===== config.mk =====
export PLATFORM = sky130hd
export DESIGN_NAME = float_normalizer
export DESIGN_NICKNAME = d
export VERILOG_FILES = /design/src/rtl/float_pkg.sv /design/src/rtl/float_round_rne.sv /design/src/rtl/float_normalizer.sv
export SDC_FILE = /design/constraint.sdc
export NUM_CORES = 1
export LEC_CHECK = 0
export CORE_AREA = 3 3 133 135
export DETAILED_ROUTE_END_ITERATION = 7
export DIE_AREA = 0 0 136 138
export SETUP_SLACK_MARGIN = 0.5
export SLEW_MARGIN = 0
export SYNTH_ARGS = -nofsm -noshare
export SYNTH_HDL_FRONTEND = slang
export SYNTH_SLANG_ARGS = --single-unit

===== constraint.sdc =====
create_clock -name clk -period 3.25 [get_ports clk]
set_input_delay 0.975 -clock clk [delete_from_list [all_inputs] [get_ports clk]]
set_output_delay 0.975 -clock clk [all_outputs]
set_load 0.01 [all_outputs]

===== src/rtl/float_pkg.sv =====
// Shared definitions for the float adder back end: sum-format field positions,
// exponent limits, packing helpers and the normalizer state encoding.
package float_pkg;

  localparam int EXP_W  = 8;
  localparam int FRAC_W = 23;
  localparam int BIAS   = 127;
  localparam int MANT_W = FRAC_W + 4;
  localparam int SUM_W  = MANT_W + 1;
  localparam int WORD_W = 1 + EXP_W + FRAC_W;

  localparam int SIGN_BIT   = 27;
  localparam int CARRY_BIT  = 26;
  localparam int HIDDEN_BIT = 25;
  localparam int GUARD_BIT  = 1;
  localparam int STICKY_BIT = 0;

  // Internal exponent is one bit wider so overflow is seen without wrap-around.
  localparam logic [EXP_W:0]    EXP_MAX   = 9'd255;
  localparam logic [WORD_W-1:0] ZERO_WORD = 32'h0000_0000;

  typedef enum logic [1:0] {
    IDLE  = 2'd0,
    NORM  = 2'd1,
    ROUND = 2'd2,
    HOLD  = 2'd3
  } state_t;

  function automatic logic [WORD_W-1:0] pack_inf(input logic sign);
    pack_inf = {sign, {EXP_W{1'b1}}, {FRAC_W{1'b0}}};
  endfunction

endpackage


===== src/rtl/float_round_rne.sv =====
// Combinational round-to-nearest-even on a normalized mantissa, with a
// one-place renormalization when the increment carries past the hidden bit.
module float_round_rne
  import float_pkg::*;
(
  input  logic [HIDDEN_BIT:0] mant,
  input  logic                sticky,
  input  logic [EXP_W:0]      exp,
  output logic [FRAC_W-1:0]   frac,
  output logic [EXP_W-1:0]    exp_out,
  output logic                ovf
);

  logic        guard_b;
  logic        sticky_b;
  logic        lsb_b;
  logic        inc;
  logic [24:0] sum;
  logic [EXP_W:0] exp_adj;

  always_comb begin
    guard_b  = mant[GUARD_BIT];
    sticky_b = mant[STICKY_BIT] | sticky;
    lsb_b    = mant[GUARD_BIT+1];
    inc      = guard_b & (sticky_b | lsb_b);
    // sum[0] aligns with mant[2]; sum[24] is the carry into the old bit 26.
    sum      = {1'b0, mant[HIDDEN_BIT:GUARD_BIT+1]} + {24'd0, inc};
    if (sum[24]) begin
      frac    = sum[23:1];
      exp_adj = exp + 9'd1;
    end else begin
      frac    = sum[22:0];
      exp_adj = exp;
    end
    ovf     = (exp_adj >= EXP_MAX);
    exp_out = exp_adj[EXP_W-1:0];
  end

endmodule


===== src/rtl/float_normalizer.sv =====
// Normalizes the raw adder sum one shift per cycle, rounds RNE and packs an
// IEEE-754 single; one operation in flight, valid/ready on both sides.
module float_normalizer
  import float_pkg::*;
(
  input  logic              clk,
  input  logic              res,
  input  logic              in_valid,
  output logic              in_ready,
  input  logic [SUM_W-1:0]  sum_in,
  input  logic [EXP_W-1:0]  exp_in,
  output logic              out_valid,
  input  logic              out_ready,
  output logic [WORD_W-1:0] result,
  output logic              ovf,
  output logic              zero
);

  // Handshake: a transfer happens on a rising edge where valid and ready are
  // both high; the sender holds its data stable until that edge.

  state_t              state, state_n;
  logic                sign, sign_n;
  logic [MANT_W-1:0]   mant, mant_n;
  logic [EXP_W:0]      exp, exp_n;
  logic                sticky, sticky_n;
  logic [WORD_W-1:0]   result_n;
  logic                ovf_n, zero_n;

  logic [FRAC_W-1:0]   rnd_frac;
  logic [EXP_W-1:0]    rnd_exp;
  logic                rnd_ovf;

  float_round_rne u_round (
    .mant    (mant[HIDDEN_BIT:0]),
    .sticky  (sticky),
    .exp     (exp),
    .frac    (rnd_frac),
    .exp_out (rnd_exp),
    .ovf     (rnd_ovf)
  );

  assign in_ready  = (state == IDLE) && res;
  assign out_valid = (state == HOLD);

  always_ff @(posedge clk or negedge res) begin
    if (!res) begin
      state  <= IDLE;
      sign   <= 1'b0;
      mant   <= '0;
      exp    <= '0;
      sticky <= 1'b0;
      result <= ZERO_WORD;
      ovf    <= 1'b0;
      zero   <= 1'b0;
    end else begin
      state  <= state_n;
      sign   <= sign_n;
      mant   <= mant_n;
      exp    <= exp_n;
      sticky <= sticky_n;
      result <= result_n;
      ovf    <= ovf_n;
      zero   <= zero_n;
    end
  end

  always_comb begin
    state_n  = state;
    sign_n   = sign;
    mant_n   = mant;
    exp_n    = exp;
    sticky_n = sticky;
    result_n = result;
    ovf_n    = ovf;
    zero_n   = zero;
    case (state)
      IDLE: begin
        if (in_valid) begin
          sign_n   = sum_in[SIGN_BIT];
          mant_n   = sum_in[CARRY_BIT:0];
          exp_n    = {1'b0, exp_in};
          sticky_n = sum_in[STICKY_BIT];
          result_n = ZERO_WORD;
          ovf_n    = 1'b0;
          zero_n   = 1'b0;
          state_n  = NORM;
        end
      end
      NORM: begin
        if (exp == EXP_MAX) begin
          result_n = pack_inf(sign);
          ovf_n    = 1'b1;
          state_n  = HOLD;
        end else if ((mant == '0) || (exp == '0)) begin
          result_n = ZERO_WORD;
          zero_n   = 1'b1;
          state_n  = HOLD;
        end else if (mant[CARRY_BIT]) begin
          mant_n   = {1'b0, mant[MANT_W-1:1]};
          sticky_n = sticky | mant[0];
          exp_n    = exp + 9'd1;
          state_n  = ROUND;
        end else if (mant[HIDDEN_BIT]) begin
          state_n  = ROUND;
        end else if (exp == 9'd1) begin
          // Would go denormal on the next shift: flush instead.
          result_n = ZERO_WORD;
          zero_n   = 1'b1;
          state_n  = HOLD;
        end else begin
          mant_n   = {mant[MANT_W-2:0], 1'b0};
          exp_n    = exp - 9'd1;
        end
      end
      ROUND: begin
        result_n = rnd_ovf ? pack_inf(sign) : {sign, rnd_exp, rnd_frac};
        ovf_n    = rnd_ovf;
        state_n  = HOLD;
      end
      HOLD: begin
        if (out_ready) state_n = IDLE;
      end
      default: state_n = IDLE;
    endcase
  end

endmodule

Word level (Yosys, flattened, before mapping)
Cells that the tools add are included.
{ "classes": {"shift": 0, "muxes": 46, "eq_ne": 20, "div": 0, "n_addsub": 3, "n_mul": 0, "bitwise": 3, "reduce_logical": 15, "magnitude_cmp": 1} }
{ "op_table": {"columns": ["operator", "n"], "rows": [
  ["$mux W32", 6],
  ["$pmux W32 S3", 1],
  ["$mux W27", 3],
  ["$mux W26", 3],
  ["$mux W9", 7],
  ["$pmux W27 S2", 1],
  ["$mux W31", 1],
  ["$logic_not A27 Y1", 1],
  ["$add A24 B1 Y25", 1],
  ["$mux W23", 1],
  ["$pmux W9 S2", 1],
  ["$ne A3 B3 Y1 const B", 5],
  ["$mux W2", 7],
  ["$ne A4 B4 Y1 const B", 3],
  ["$reduce_and A6 Y1", 2],
  ["$mux W1", 11],
  ["$ne A2 B2 Y1 const B", 5],
  ["$reduce_and A5 Y1", 2],
  ["$add A9 B1 Y9 const B", 1],
  ["$eq A9 B1 Y1 const B", 1],
  ["$eq A9 B8 Y1 const B", 1],
  ["$ge A9 B8 Y1 const B", 1],
  ["$logic_not A9 Y1", 1],
  ["$sub A9 B1 Y9 const B", 1],
  ["17 further kinds", 21]
]} }
{ "totals": {"wordCells": 97, "n_memories": 0, "romBits": 0, "output_inout_bits": 36, "register_bits": 74, "mem_bits_rw": 0, "latch_bits": 0, "input_bits": 40} }

Depth between registers and ports, before layout
Gate-level depths: netlist (run 1).
{ "logic_depth": {"ltp_word": 8, "depth_mapped": 12, "ltp_nobuf": 10} }

Hierarchy
Synthesis (run 1) repeated with hierarchy kept, for this count alone.
{ "hier_totals": {"hier_cells": 511, "area_unflattened_um2": 4954.8} }
{ "modules_own_cells": {"columns": ["mod", "area_each_um2", "n_inst", "cells_each", "seq_area_each_um2"], "rows": [
  ["float_normalizer", 4022.6, 1, 372, 1851.8],
  ["float_round_rne", 932.1, 1, 139, 0.0]
]} }

Worst setup path before layout (run 1)
Ideal clock, no wire load.
{ "synth_path": {"kind": "reg-to-reg", "startpoint": "register exp[0]", "endpoint": "register mant[19]", "stages_incl_launch_ff": 13, "synth_period_minus_slack_ps": 3161, "arrival_ps": 3034, "path_buffers": 3, "setup_ps": 128, "setup_slack_ps": 89, "required_ps": 3122, "path_cell_list": "dfrtp_1 -> ha_1 -> and3_1 -> and3_1 -> and3_1 -> ha_1 -> nand2b_1 -> o31a_1 -> buf_2 -> nor3_1 -> buf_2 -> buf_4 -> mux2_1"} }
{ "synth_between": {"elab_chain_cells": 4, "elab_cells_between_ends": 8, "cone_classes": "eq/ne: 5; reduce/logical: 3"} }
{ "synth_rtl": {"columns": ["element", "line", "text"], "rows": [
  ["start: declaration", "float_normalizer.sv:25", "logic [EXP_W:0] exp, exp_n;"],
  ["start signal: assignment", "float_normalizer.sv:60", "exp <= exp_n;"],
  ["$logic_not A9 Y1", "float_normalizer.sv:95", "end else if ((mant == '0) || (exp == '0)) begin"],
  ["$logic_or A1 B1 Y1", "float_normalizer.sv:95", null],
  ["$ne A2 B2 Y1 (no source line)", null, null],
  ["$reduce_and A6 Y1 (no source line) (*)", null, null],
  ["end signal: assignment", "float_normalizer.sv:59", "mant <= mant_n;"],
  ["end: declaration", "float_normalizer.sv:24", "logic [MANT_W-1:0] mant, mant_n;"]
]} }
Every way passes the cells marked *; elsewhere a longest branch is shown, timed or not.
A chain may end at the register's enable or synchronous reset.

Final worst setup path (run 1)
{ "layout_path": {"startpoint": "register exp[1]", "endpoint": "register mant[1]"} }
The elaborated chain is that of the path after synthesis.

==> impl_metrics.py, run 1 <==
metrics = {
    "run_status": {
        "outcome": "completed",
    },
    "logic_synthesis": {
        "synth_enable_flop_cells": 0,
        "post_synth_num_cell_types": 65,
        "syn-cell-area_um2": 5309,
        "mappedNetlistNets": 657,
        "synth_sequential_area_ratio_pct": 34.88,
        "synth-warning-count": 0,
        "number_of_register_bits_inferred_by_synthesis": 74,
        "synth_top_flop_cell": "sky130_fd_sc_hd__dfrtp_1",
        "asyncSetResetFlopFracSynth_pct": 100.0,
        "synthesis.instances": 607,
        "post_synth.cell_area_avg_um2": 8.746,
    },
    "critical_path": {
        "timing_worst_setup_path_type": "reg -> reg",
        "worst_ep_arrival_time_ps": 2930,
        "timing.rr.start": "exp[1]",
        "setup.reg_to_reg.worst_slack_ps": 530,
        "timing.critical_path.to_type": "register",
        "reg2regPathDepth": 10,
        "crit_path_max_fanout": 6,
        "timing.critical_path.required_ps": 3470,
        "launching_instance_or_port_of_the_critical_path": "exp[1]",
        "crit_path_start_kind": "register",
        "r2r_end": "mant[1]",
    },
    "route": {
        "detail_route.drc_violations": 0,
        "via_per_inst": 5.532,
        "drt-pass1-iter-count": 5,
        "drt_wl_total_mm": 16.27,
        "detailedRoute.firstIterationViolations": 366,
        "drt-wirelength-per-cell_um": 18.10,
        "drt.antenna.violating_nets": 0,
        "dr_total_vias": 4973,
    },
    "power_and_ir_drop": {
        "power_leakage_nw": 2.651,
        "clkPwrFrac_pct": 12.9,
        "intPower_w": 0.004005,
        "report.power.total_w": 0.007263,
        "p_sw_share_pct": 44.86,
        "part_of_the_total_power_dissipated_in_sequential_elements_pct": 27.4,
        "worst_ir_drop_vdd_mv": 0.3986,
        "power.net_switching_w": 0.003258,
        "comb_power_share_pct": 59.7,
        "pwr_density_cell_nw_per_um2": 1053,
    },
    "global_route": {
        "wire_length_of_the_first_global_routing_pass_mm": 26.43,
        "pin_count_of_the_biggest_net_entering_global_routing": 74,
        "track_usage_pct": 17.23,
        "grt_antenna_before_repair": 0,
        "vias_in_the_first_global_route": 4966,
        "grt_remaining_overflow": 0,
    },
    "layout": {
        "most_frequent_cells_in_the_layout": "sky130_fd_sc_hd__clkdlybuf4s50_1, sky130_fd_sc_hd__dfrtp_1, sky130_fd_sc_hd__nor2_1, sky130_fd_sc_hd__inv_1, sky130_fd_sc_hd__buf_4",
        "flow.area_growth_from_synthesis_pct": 29.93,
        "fraction_of_final_layout_cells_with_drive_strength_greater_than_1_pct": 19.88,
        "final_cells": 899,
        "most_common_library_cell_in_the_layout_ignoring_fill_and_taps": "sky130_fd_sc_hd__clkdlybuf4s50_1",
        "n_antenna_cell": 0,
        "final_core_util_pct": 41.60,
        "num-nets-final": 724,
    },
    "clock_network": {
        "clkSinkCount": 74,
        "ctsRootBufferMaster": "sky130_fd_sc_hd__clkbuf_16",
        "cts_tree": "built",
        "cts.hold.buffers_added": 0,
        "maximum_clock_insertion_buffer_count": 2,
        "clock_latency_ps": 340,
        "worst_setup_hold_path_clk_slew_ps": 60,
        "cts_max_level": 3,
        "tritoncts.num_buffers": 9,
    },
    "placed_design": {
        "port_buffers": 75,
        "place_hpwl_mm": 11.69,
        "finalWeightedCongestion": 0.8841,
        "numPlacedInstances": 868,
        "detailedPlace.worstSlack_ps": 320.2,
    },
    "timing": {
        "tightestPinTransition_ps": 961.4,
        "grt_setup_unrepaired": "true",
        "fmax_ghz": 0.3682,
        "final.min_clock_period_ps": 2716,
        "report.final.hold_viol_count": 0,
        "drv_slew": 0,
        "tcrit_tclk_final_pct": 83.57,
        "setup_viol": 0,
        "slew_headroom_pct": 35.91,
        "worst_slack_ps": 534.0,
        "fin_worst_skew_ps": 10.14,
        "final.setup.tns_ps": 0,
    },
    "floorplan": {
        "initial_core_util_pct": 32.01,
        "io_pins": 76,
        "die_x_um": 136,
        "placementRows": 47,
        "floorplan.die_area_um2": 18770,
        "die_height_um": 138,
        "core_area_um2": 16580,
    },
    "job": {
        "max_cap_viol_count": 0,
    },
    "hold_path": {
        "worst_hold_path_type": "in -> async",
    },
}
## cells by family after synthesis
logic type / share of synthesized area (%)
multiplexers: 6.293
AND/OR/NAND/NOR: 21.28
buffers and inverters: 7.848
adder cells (fa/ha/maj): 2.357
XOR/XNOR: 4.289
flip-flops: 34.88
AO/OA/AOI/OAI: 23.05
## per-layer routing
metal  wire length, µm  vias up  share of wire [%]  global-route usage (%)
met4               280        0                1.7                   4.987
li1                  -     2361                  -                       -
met1              7675     2449                 47                   25.50
met2              7503      144                 46                   25.71
met5                 0        -                  0                       0
met3               810       19                5.0                   3.016
## critical path, stage by stage (launching register included)
cell                        delay, ps
sky130_fd_sc_hd__dfrtp_2          440
sky130_fd_sc_hd__ha_4             170
sky130_fd_sc_hd__and3_4           180
sky130_fd_sc_hd__and3_4           180
sky130_fd_sc_hd__and3_4           180
sky130_fd_sc_hd__ha_4             150
sky130_fd_sc_hd__nand2b_4         150
sky130_fd_sc_hd__o31a_1           300
sky130_fd_sc_hd__nor3_4           220
sky130_fd_sc_hd__bufbuf_16        320
sky130_fd_sc_hd__mux2_2           320
## what timing repair did
action                     4_1_cts  5_1_grt
setup buffers                    6        6
resized for setup               12       17
gates cloned                     2        1
pin swaps                        4        4
setup endpoints to repair       64       62
## area by class of cell
cell class | instances | area [µm²]
clock inverters | 7 | 52.55
fillers | 1636 | 9686
multi-input cells | 432 | 3179
well taps | 220 | 275.3
inverters | 40 | 150.1
flip-flops and latches | 74 | 1857
repair buffers | 117 | 1159
clock buffers | 9 | 225.2
## power by group through the flow
stage | Sequential, W | Combinational (W) | Clock, W
final | 0.00199 | 0.00433 | 0.000940
after global routing | 0.00206 | 0.00469 | 0.00100
after CTS | 0.00197 | 0.00412 | 0.000971
after detailed placement | 0.00200 | 0.00378 | 0
after global placement | 0.00198 | 0.00370 | 0
after floorplan | 0.00167 | 0.00284 | 0
## through the flow
| step | hold WS (ps) | area [µm²] |
|---|---|---|
| finish | 443.9 | 6898 |
| global route | 442.4 | 6898 |
| CTS | 436.1 | 6761 |
| detailed placement | 479.3 | 6335 |
| global placement | 473.1 | 6335 |
| floorplan | 479.3 | 5368 |
## registers in the layout, summed over array words and instances, names as in the netlist
signal,flops
state,2
sticky,1
result,32
zero,1
ovf,1
sign,1
exp,9
mant,27
## synth_stat cells (4+ instances only)
master,instances,area share (%)
sky130_fd_sc_hd__nand3_1,32,3.0
sky130_fd_sc_hd__mux2_2,22,4.7
sky130_fd_sc_hd__and2_1,10,1.2
sky130_fd_sc_hd__nand4_1,14,1.6
sky130_fd_sc_hd__and3_1,11,1.3
sky130_fd_sc_hd__dfrtp_1,74,35
sky130_fd_sc_hd__o32ai_2,19,5.8
sky130_fd_sc_hd__o21ai_0,17,1.6
sky130_fd_sc_hd__o31ai_1,5,0.71
sky130_fd_sc_hd__nor2_1,70,4.9
sky130_fd_sc_hd__clkbuf_1,37,2.6
sky130_fd_sc_hd__o211ai_1,5,0.71
sky130_fd_sc_hd__o32ai_1,4,0.66
sky130_fd_sc_hd__inv_1,40,2.8
sky130_fd_sc_hd__a221oi_1,24,4.0
sky130_fd_sc_hd__nor2b_1,5,0.59
sky130_fd_sc_hd__a21oi_1,18,1.7
sky130_fd_sc_hd__nor3_1,21,2.0
sky130_fd_sc_hd__mux2_1,5,1.1
sky130_fd_sc_hd__xnor2_1,21,3.5
sky130_fd_sc_hd__o2bb2ai_1,10,1.6
sky130_fd_sc_hd__ha_1,10,2.4
sky130_fd_sc_hd__nand2_1,32,2.3
sky130_fd_sc_hd__a31oi_1,6,0.71
sky130_fd_sc_hd__xor2_1,5,0.82
sky130_fd_sc_hd__o2111ai_1,4,0.66
sky130_fd_sc_hd__nor4_1,10,1.2
sky130_fd_sc_hd__buf_2,17,1.6
## worst max path at each step
stage,to,slack (ps),cells after the start
after floorplan,mant[19],500,12
after global placement,mant[15],400,10
after detailed placement,result[10],320,6
after CTS,in_ready,390,4
after global routing,mant[23],460,9
final,mant[1],530,10
(Power assumes the default switching activity.)
==> run 2, diff against run 1 <==
==> constraint.sdc (replaced) <==
create_clock -name clk -period 2.6 [get_ports clk]
set_input_delay 0.78 -clock clk [delete_from_list [all_inputs] [get_ports clk]]
set_output_delay 0.78 -clock clk [all_outputs]
set_load 0.01 [all_outputs]
==> run 2 against run 1 <==
Critical path depth is the same. Sequential power is 16% higher. Wire length rose by 9.3%. Fmax is 4.8% higher.
==> impl_metrics.py, run 2 (same netlist as run 1, synthesis figures left out) <==
metrics = {
    "run_status": {
        "outcome": "completed",
    },
    "global_route": {
        "globalRouteMet1Util_pct": 27.22,
        "grt_remaining_overflow": 0,
        "globalRoute.busiestLayer": "met2",
        "grt_util_met3_pct": 2.507,
        "vias_in_the_first_global_route": 5389,
        "grt_antenna_before_repair": 0,
        "met2_usage_pct": 29.88,
        "wire_length_of_the_first_global_routing_pass_mm": 28.86,
        "track_usage_pct": 19.15,
        "pin_count_of_the_biggest_net_entering_global_routing": 43,
    },
    "route": {
        "drt-wirelength-per-cell_um": 18.66,
        "drt.antenna.violating_nets": 0,
        "drt-pass1-iter-count": 6,
        "detailedRoute.firstIterationViolations": 440,
        "drt_wl_total_mm": 17.78,
        "via_per_inst": 5.537,
        "dr_total_vias": 5277,
        "detail_route.drc_violations": 0,
    },
    "layout": {
        "fraction_of_final_layout_cells_with_drive_strength_greater_than_1_pct": 28.65,
        "largest_register": "result",
        "final_core_util_pct": 46.30,
        "largest_register_ffs": 32,
        "n_antenna_cell": 0,
        "num-nets-final": 778,
        "registers_with_the_most_flip_flops": "result (32), mant (27), exp (9)",
        "most_frequent_cells_in_the_layout": "sky130_fd_sc_hd__buf_4, sky130_fd_sc_hd__dfrtp_1, sky130_fd_sc_hd__clkdlybuf4s50_1, sky130_fd_sc_hd__nor2_1, sky130_fd_sc_hd__inv_1",
        "nFillCells": 1574,
        "most_common_library_cell_in_the_layout_ignoring_fill_and_taps": "sky130_fd_sc_hd__buf_4",
        "register_area_um2": 1857,
        "flow.area_growth_from_synthesis_pct": 44.64,
        "multi_input_gate_area_um2": 3460,
    },
    "timing": {
        "worst_hold_slack_ps": 496.8,
        "setup_viol": 0,
        "drv_slew": 0,
        "worst_slack_ps": 8.551,
        "slew_headroom_pct": 62.65,
        "tightestPinTransition_ps": 560.2,
        "fin_worst_skew_ps": 7.729,
        "report.final.hold_viol_count": 0,
        "fmax_ghz": 0.3859,
        "grt_setup_unrepaired": "true",
        "final.min_clock_period_ps": 2591,
        "tcrit_tclk_final_pct": 99.67,
    },
    "clock_network": {
        "maximum_clock_insertion_buffer_count": 2,
        "tritoncts.num_buffers": 9,
        "clock_latency_ps": 350,
        "worst_setup_hold_path_clk_slew_ps": 60,
        "ctsRootBufferMaster": "sky130_fd_sc_hd__clkbuf_16",
        "clkSinkCount": 74,
        "cts_tree": "built",
        "cts_max_level": 3,
    },
    "job": {
        "max_cap_viol_count": 0,
    },
    "hold_path": {
        "hold_depth": 1,
        "hold_path_end": "result[26]",
        "worstHoldStart": "result[26]",
        "worst_hold_path_type": "reg -> reg",
    },
    "critical_path": {
        "reg2regPathDepth": 10,
        "timing_worst_setup_path_type": "reg -> reg",
        "timing.rr.start": "exp[1]",
        "crit_path_max_fanout": 29,
        "worst_ep_arrival_time_ps": 2820,
        "crit_path_start_kind": "register",
        "r2r_end": "mant[16]",
        "timing.critical_path.required_ps": 2830,
        "timing.critical_path.to_type": "register",
        "setup.reg_to_reg.worst_slack_ps": 9,
    },
    "placed_design": {
        "port_buffers": 75,
        "finalWeightedCongestion": 0.8545,
        "place_hpwl_mm": 12.34,
        "detailedPlace.worstSlack_ps": 22.33,
    },
    "power_and_ir_drop": {
        "worst_ir_drop_vdd_mv": 0.5227,
        "pwr_density_cell_nw_per_um2": 1355,
        "power_leakage_nw": 2.994,
    },
    "floorplan": {
        "die_height_um": 138,
        "die_x_um": 136,
        "io_pins": 76,
        "floorplan.die_area_um2": 18770,
        "placementRows": 47,
        "core_area_um2": 16580,
        "initial_core_util_pct": 32.01,
    },
}
## run 2: how the worst max path moves through the flow
stage | cells after the start | slack, ps | endpoint | startpoint
after global placement | 10 | 60 | mant[17] | exp[1]
after floorplan | 12 | -80 | mant[19] | exp[0]
after CTS | 10 | 30 | mant[16] | exp[1]
after global routing | 12 | -70 | result[20] | exp[1]
after detailed placement | 6 | 20 | result[6] | in_valid
final | 10 | 9 | mant[16] | exp[1]
## run 2: critical path, cell delays in order, from the launching register on
cell                       delay [ps]
sky130_fd_sc_hd__dfrtp_2          420
sky130_fd_sc_hd__ha_4             160
sky130_fd_sc_hd__and3_4           170
sky130_fd_sc_hd__and3_4           170
sky130_fd_sc_hd__and3_4           180
sky130_fd_sc_hd__ha_4             150
sky130_fd_sc_hd__nand2b_4         150
sky130_fd_sc_hd__o31a_1           290
sky130_fd_sc_hd__nor3_4           160
sky130_fd_sc_hd__buf_12           230
sky130_fd_sc_hd__mux2_2           360
## run 2: layout make-up
cell class / instances / share of cell area, %
timing repair buffer: 168 / 21.23
clock inverter: 7 / 0.9940
inverter: 40 / 2.021
clock buffer: 9 / 2.933
sequential: 74 / 24.18
tap: 220 / 3.585
multi-input combinational: 435 / 45.05
## run 2: where the power goes
part	internal [W]	total, W	switching (W)
Clock	0.000750	0.00129	0.000539
Sequential	0.00170	0.00230	0.000608
Combinational	0.00341	0.00681	0.00340
## run 2: per-layer routing
| metal | part of all wire [%] | vias up |
|---|---|---|
| li1 | - | 2479 |
| met1 | 47 | 2612 |
| met2 | 46 | 160 |
| met3 | 4.6 | 26 |
| met4 | 1.8 | 0 |
| met5 | 0 | - |
## run 2: repair_timing
action | CTS | global route
hold buffers | 0 | 0
buffers inserted | 14 | 4
pin swaps | 9 | 5
endpoints found under the setup margin | 75 | 74
gates cloned | 6 | 1
resized for setup | 54 | 11
## run 2: metrics by stage
step                      TNS, ps  std cells  total power [W]  instance area, µm²
after floorplan            -712.4        607         0.005995                5549
after global placement          0        912         0.007805                6834
after detailed placement        0        912         0.007963                6834
after CTS                       0        948          0.01011                7551
after global routing        -1817        953          0.01107                7679
final                           0        953          0.01041                7679
